$ cat src/rtl/jet_pkg.sv
// Shared types and default parameters for the jet seed selector.
//   tower_t  : one calorimeter tower (eta, phi, et, e) at default widths
//   state_t  : control FSM states
//   max2     : elaboration-time helper for width arithmetic
package jet_pkg;
  localparam int N_TOWERS_DEF = 64;
  localparam int ETA_W_DEF    = 10;
  localparam int PHI_W_DEF    = 10;
  localparam int ET_W_DEF     = 10;
  localparam int E_W_DEF      = 10;
  localparam int PHI_BINS_DEF = 62;
  localparam int DR2_MAX_DEF  = 100;
  localparam int ET_MIN_DEF   = 0;

  typedef struct packed {
    logic [ETA_W_DEF-1:0] eta;
    logic [PHI_W_DEF-1:0] phi;
    logic [ET_W_DEF-1:0]  et;
    logic [E_W_DEF-1:0]   e;
  } tower_t;

  typedef enum logic [1:0] {S_IDLE, S_LOAD, S_COMPARE, S_EMIT} state_t;

  function automatic int max2(input int a, input int b);
    return (a > b) ? a : b;
  endfunction
endpackage

$ cat src/rtl/jet_dr2.sv
// Combinational squared angular distance between two towers.
//   eta_a/phi_a, eta_b/phi_b : bin indices of the two towers
//   dr2                      : deta^2 + dphi^2, full width, phi wrapped on a ring
module jet_dr2 import jet_pkg::*; #(
  parameter  int ETA_W    = ETA_W_DEF,
  parameter  int PHI_W    = PHI_W_DEF,
  parameter  int PHI_BINS = PHI_BINS_DEF,
  localparam int MW       = max2(ETA_W, PHI_W),
  localparam int DW       = 2*MW + 1
) (
  input  logic [ETA_W-1:0] eta_a,
  input  logic [PHI_W-1:0] phi_a,
  input  logic [ETA_W-1:0] eta_b,
  input  logic [PHI_W-1:0] phi_b,
  output logic [DW-1:0]    dr2
);
  logic [MW-1:0] deta, dphi_raw, dphi;

  always_comb begin
    deta     = (eta_a > eta_b) ? MW'(eta_a - eta_b) : MW'(eta_b - eta_a);
    dphi_raw = (phi_a > phi_b) ? MW'(phi_a - phi_b) : MW'(phi_b - phi_a);
    // shorter way round the phi ring
    dphi     = (dphi_raw > MW'(PHI_BINS/2)) ? MW'(PHI_BINS) - dphi_raw : dphi_raw;
    // 2*MW+1 bits holds the sum of two MW-bit squares exactly
    dr2      = DW'(deta)*DW'(deta) + DW'(dphi)*DW'(dphi);
  end
endmodule

$ cat src/rtl/jet_seed_selector.sv
// Jet seed selector: buffers one event of towers, suppresses every tower that
// has a harder (or equal-Et, lower-index) neighbour within DR2_MAX, then
// streams the survivors in index order.
//   in_*       : tower stream, valid/ready, in_last marks the final tower
//   out_*      : seed stream, valid/ready, out_last marks the final seed
//   done       : one-cycle pulse at event end
//   seed_count : seeds emitted by the last completed event
module jet_seed_selector import jet_pkg::*; #(
  parameter  int N_TOWERS = N_TOWERS_DEF,
  parameter  int ETA_W    = ETA_W_DEF,
  parameter  int PHI_W    = PHI_W_DEF,
  parameter  int ET_W     = ET_W_DEF,
  parameter  int E_W      = E_W_DEF,
  parameter  int PHI_BINS = PHI_BINS_DEF,
  parameter  int DR2_MAX  = DR2_MAX_DEF,
  parameter  int ET_MIN   = ET_MIN_DEF,
  localparam int CW       = $clog2(N_TOWERS+1),
  localparam int IW       = (N_TOWERS > 1) ? $clog2(N_TOWERS) : 1
) (
  input  logic             clk,
  input  logic             rst,
  input  logic             in_valid,
  output logic             in_ready,
  input  logic             in_last,
  input  logic [ETA_W-1:0] in_eta,
  input  logic [PHI_W-1:0] in_phi,
  input  logic [ET_W-1:0]  in_et,
  input  logic [E_W-1:0]   in_e,
  output logic             out_valid,
  input  logic             out_ready,
  output logic             out_last,
  output logic [ETA_W-1:0] out_eta,
  output logic [PHI_W-1:0] out_phi,
  output logic [ET_W-1:0]  out_et,
  output logic [E_W-1:0]   out_e,
  output logic             done,
  output logic [CW-1:0]    seed_count
);
  localparam int DW = 2*max2(ETA_W, PHI_W) + 1;

  typedef struct packed {
    logic [ETA_W-1:0] eta;
    logic [PHI_W-1:0] phi;
    logic [ET_W-1:0]  et;
    logic [E_W-1:0]   e;
  } twr_t;

  twr_t                mem [N_TOWERS];
  logic [N_TOWERS-1:0] sup, sup_nxt, srch_vec;
  state_t              state, state_nxt;
  logic [CW-1:0]       n, cnt, srch_lo;
  logic [IW-1:0]       i, j, ptr, f_idx;
  logic [DW-1:0]       dr2;
  twr_t                ti, tj, to;
  logic                xfer, load_end, hit, j_last, last_pair, found;

  assign in_ready  = (state == S_IDLE) || (state == S_LOAD);
  assign xfer      = in_valid & in_ready;
  assign load_end  = xfer & (in_last | (n == CW'(N_TOWERS-1)));
  assign ti        = mem[i];
  assign tj        = mem[j];
  assign j_last    = (CW'(j) == n - CW'(1));
  assign last_pair = j_last && (CW'(i) == n - CW'(1));

  jet_dr2 #(.ETA_W(ETA_W), .PHI_W(PHI_W), .PHI_BINS(PHI_BINS)) u_dr2 (
    .eta_a(ti.eta), .phi_a(ti.phi), .eta_b(tj.eta), .phi_b(tj.phi), .dr2(dr2)
  );

  // j suppresses i: close enough and harder, ties broken toward lower index
  assign hit = (i != j) && (64'(dr2) < 64'(DR2_MAX)) &&
               ((tj.et > ti.et) || ((tj.et == ti.et) && (j < i)));

  always_comb begin
    sup_nxt = sup;
    if (state == S_COMPARE && hit) sup_nxt[i] = 1'b1;
  end

  // Lowest surviving index >= srch_lo. At the last compare pair it looks at
  // the flags including that pair, so the first seed (or the zero-seed case)
  // is known without an extra cycle.
  always_comb begin
    srch_vec = (state == S_EMIT) ? sup : sup_nxt;
    srch_lo  = (state == S_EMIT) ? CW'(ptr) + CW'(1) : '0;
    found    = 1'b0;
    f_idx    = '0;
    for (int k = N_TOWERS-1; k >= 0; k--) begin
      if (k >= int'(srch_lo) && k < int'(n) && !srch_vec[k]) begin
        found = 1'b1;
        f_idx = IW'(k);
      end
    end
  end

  always_ff @(posedge clk) begin
    if (rst) state <= S_IDLE;
    else     state <= state_nxt;
  end

  // A lone in_last tower taken in IDLE goes straight to COMPARE; any other
  // first transfer passes through LOAD.
  always_comb begin
    state_nxt = state;
    unique case (state)
      S_IDLE:    if (xfer) state_nxt = load_end ? S_COMPARE : S_LOAD;
      S_LOAD:    if (load_end) state_nxt = S_COMPARE;
      S_COMPARE: if (last_pair) state_nxt = found ? S_EMIT : S_IDLE;
      S_EMIT:    if (out_ready && !found) state_nxt = S_IDLE;
      default:   state_nxt = S_IDLE;
    endcase
  end

  assign out_valid = (state == S_EMIT);
  assign out_last  = out_valid & ~found;
  assign to        = out_valid ? mem[ptr] : '0;
  assign out_eta   = to.eta;
  assign out_phi   = to.phi;
  assign out_et    = to.et;
  assign out_e     = to.e;

  // Tower storage carries no reset; n and the flags define what is live.
  always_ff @(posedge clk) begin
    if (xfer) mem[IW'(n)] <= '{eta: in_eta, phi: in_phi, et: in_et, e: in_e};
  end

  always_ff @(posedge clk) begin
    if (rst) begin
      n <= '0; cnt <= '0; i <= '0; j <= '0; ptr <= '0;
      sup <= '0; done <= 1'b0; seed_count <= '0;
    end else begin
      done <= 1'b0;
      unique case (state)
        S_IDLE, S_LOAD: if (xfer) begin
          sup[IW'(n)] <= (64'(in_et) < 64'(ET_MIN));
          n <= n + CW'(1);
          i <= '0;
          j <= '0;
        end
        S_COMPARE: begin
          sup <= sup_nxt;
          if (j_last) begin j <= '0; i <= i + IW'(1); end
          else        j <= j + IW'(1);
          if (last_pair) begin
            if (found) begin
              ptr <= f_idx;
              cnt <= '0;
            end else begin
              done <= 1'b1; seed_count <= '0; n <= '0; sup <= '0;
            end
          end
        end
        S_EMIT: if (out_ready) begin
          cnt <= cnt + CW'(1);
          if (found) ptr <= f_idx;
          else begin
            done <= 1'b1; seed_count <= cnt + CW'(1); n <= '0; sup <= '0;
          end
        end
        default: ;
      endcase
    end
  end
endmodule

$ cat config.mk
export PLATFORM = sky130hd
export DESIGN_NAME = jet_seed_selector
export DESIGN_NICKNAME = d
export VERILOG_FILES = /design/src/rtl/jet_pkg.sv /design/src/rtl/jet_dr2.sv /design/src/rtl/jet_seed_selector.sv
export SDC_FILE = /design/constraint.sdc
export NUM_CORES = 2
export LEC_CHECK = 0
export BUFFER_PORTS_ARGS = -buffer_cell sky130_fd_sc_hd__buf_2
export CORE_MARGIN = 10
export CORE_UTILIZATION = 55
export CTS_BUF_LIST = sky130_fd_sc_hd__clkbuf_4 sky130_fd_sc_hd__clkbuf_8 sky130_fd_sc_hd__clkbuf_16
export CTS_CLUSTER_DIAMETER = 150
export DETAILED_ROUTE_END_ITERATION = 10
export GPL_TIMING_DRIVEN = 0
export HOLD_SLACK_MARGIN = 0.08
export MAX_ROUTING_LAYER = met4
export PLACE_DENSITY = 0.73
export SYNTH_ARGS = -nofsm -noshare
export SYNTH_HDL_FRONTEND = slang
export SYNTH_SLANG_ARGS = --single-unit
$ cat constraint.sdc
create_clock -name clk -period 42.4 [get_ports clk]
set_input_delay 4.24 -clock clk [delete_from_list [all_inputs] [get_ports clk]]
set_output_delay 4.24 -clock clk [all_outputs]
set_load 0.03 [all_outputs]
==> run summary <==
Synth top area share - 53.48%
Post-Syn Nets - 7853
Total grt overflow - 0
Post-Synth Adder-Cell Area - 3.137%
Met3 Wirelength - 109700 microns
Yosys warns - 0
Fin. Hold Viols - 0
Setup violations, final - 0
Area Overhead vs Synth - 13.40%
DP HPWL - 437000 microns
Cell taking the most area after synthesis - edfxtp_1
DR WL met2 - 259900 microns
Hold_buf cts - 0
Number of maximum-capacitance violations - 42
DRT Wirelength - 614000 microns
EDFF count, synth - 2560
Root buffer cell - clkbuf_16
Post-synthesis sequential area ratio - 55.21%
Vias in the first global route - 94.88k
Crit-path slowest cell - buf_1
Simple logic cell fraction of the synthesized area - 2.891%
Syn Inst Count - 7528
Total die area - 282200 sq um
Critical path type - reg2out
Worst-skew pair later-pin latency - 930 ps
CTS tree - yes
Reg clk slew, reported paths - 60 ps
Core area - 259900 sq um
WL/cell - 51.63 microns
Critical path fanouts, max - 10
Cell Rows - 187
I/O pin count - 96
Final nets - 8432
Hold WS - 463.4 ps
Port Buf Inserts - 95
Cts repair resizes - 0
Total GRT Usage - 44.58%
FFs w/ async S/R, synth - 0%
Final ANT Viol Nets - 0
Synthesized cell area - 143700 sq um
Cell mode on critical path - fa_1
Worst Setup Start Kind - flip-flop
Synthesis-stage register bit count - 2684
Worst Tran Pin Value - 1700 ps
Worst Skew - 92.32 ps
Slew HR - -13.36%
Commonest cells post-synth - edfxtp_1, mux4_2, clkbuf_1, inv_1, nor2_1
XOR/XNOR Fraction of Synth Area - 0.4265%
Routed vias/inst - 8.269
Pin count of the biggest net entering global routing - 65
Gpl congestion - 1.050
Primary FF master, synth - edfxtp_1
Initial DRT Pass Iterations - 9
Crit path required time - 38160 ps
Number of distinct library cells after synthesis - 83
Die W - 531.2 microns
Top cells by area, synth - edfxtp_1, mux4_2, fa_1, dfxtp_1, ha_1
Violations in the final reports - capacitance limit, slew limit
Share of layout cells above drive strength 1 - 38.03%
Initial Util - 55.30%
Initial DRC count - 20.81k
Synth Area in Compound Gates - 3.207%
First-pass GRT wire length - 818200 microns
Post-Syn Area per Cell - 19.09 sq um
Drc violations - 0
CP max stage delay - 1060 ps
CTS max path bufs - 4
Die height - 531.2 microns
CP endpoint kind - primary output
Period Utilization, post-route - 59.49%
Outcome - finished with violations
Vias - 98.33k
Hold Path Class - reg2reg
WP data arrival - 20980 ps
Top sig layer - met4
Fraction of synthesized area in multiplexers - 32.87%
Cell with the most instances after synthesis - edfxtp_1
RSZ-0062 raised after global routing - no
H-tree levels - 5
Num CTS Buffers - 295
CTS Sinks - 2684
Min Clock Period, post-route - 25220 ps
Fmax - 39.65 MHz
Final Max Slew Viols - 422
Largest family of logic cells by synthesized area - multiplexers
Initial antenna violation count - 68
Routed metal-1 wirelength - 183300 microns
Setup TNS - 0 ps
# Post-CTS Setup Buffers - 0
[worst paths after layout]
check | startpoint | endpoint | slack (ps) | cells past startpoint
setup / recovery | flip-flop | out_last | 17180 | 50
hold / removal | seed_count[0] | seed_count[0] | 460 | 2
setup reg to reg | flip-flop | ptr[0] | 21240 | 51
hold reg to reg | seed_count[0] | seed_count[0] | 460 | 2
[placed cells by master, fill, tap and decap left out, types with 124 or more instances in the layout]
| cell type | n |
|---|---|
| clkbuf_16 | 300 |
| buf_2 | 196 |
| inv_1 | 250 |
| ha_1 | 146 |
| edfxtp_1 | 2560 |
| clkbuf_1 | 321 |
| nand2_1 | 151 |
| a21oi_1 | 195 |
| dfxtp_1 | 124 |
| nor2_1 | 177 |
| mux4_2 | 2077 |
| fa_1 | 134 |
[sequential cells by signal, indices dropped and copies added, names as in the netlist, named ones only]
register and count:
done 1, cnt 7, ptr 6, j 6, sup 64, i 6, seed_count 7, mem 2560
state 2, n 7
[critical path, delay by kind of cell (launching register included)]
| kind | cells | cell delay [ps] |
|---|---|---|
| AND/OR/NAND/NOR | 12 | 5110 |
| adder cells (fa/ha/maj) | 10 | 4560 |
| buffers and inverters | 13 | 4080 |
| AO/OA/AOI/OAI | 9 | 2720 |
| multiplexers | 4 | 2260 |
| XOR/XNOR | 2 | 900 |
| flip-flops | 1 | 410 |
[final cells by class]
class                      instances  area [sq um]
multi-input combinational       3985         61670
fill                           17750         96940
clock inverter                   166          1871
sequential                      2684         79360
buffer                           606          2536
timing repair buffer             282          4155
inverter                         253         949.7
antenna                           64         160.2
tap                             3496          4374
clock buffer                     355          7939
[layer usage]
| metal | track usage, % | up-vias |
|---|---|---|
| met1 | 51.23 | 50306 |
| met3 | 21.11 | 3187 |
| met5 | - | - |
| li1 | - | 33902 |
| met4 | 31.16 | 0 |
| met2 | 61.67 | 10932 |
[through the flow]
| step | cells | setup slack, ps | instance area, sq um | util [%] |
|---|---|---|---|---|
| floorplan | 7528 | 23480 | 143700 | - |
| global placement | 11119 | 18150 | 148600 | 57.16 |
| detailed placement | 11296 | 18280 | 152800 | 58.80 |
| CTS | 11817 | 17320 | 162600 | 62.57 |
| global route | 11882 | 16600 | 163000 | 62.70 |
| finish | 11891 | 17180 | 163000 | 62.71 |
[kinds of logic (layout without fill, tap and decap cells)]
group                    after synthesis  count (layout)
buffers and inverters                859            1662
adder cells (fa/ha/maj)              280             280
multiplexers                        2124            2124
other                                  0              64
AO/OA/AOI/OAI                        688             688
flip-flops                          2684            2684
AND/OR/NAND/NOR                      823             823
XOR/XNOR                              70              70
Power is left out: the tool's default activity adds up to more than one toggle a clock period on the data nets, which glitch-free logic cannot reach.
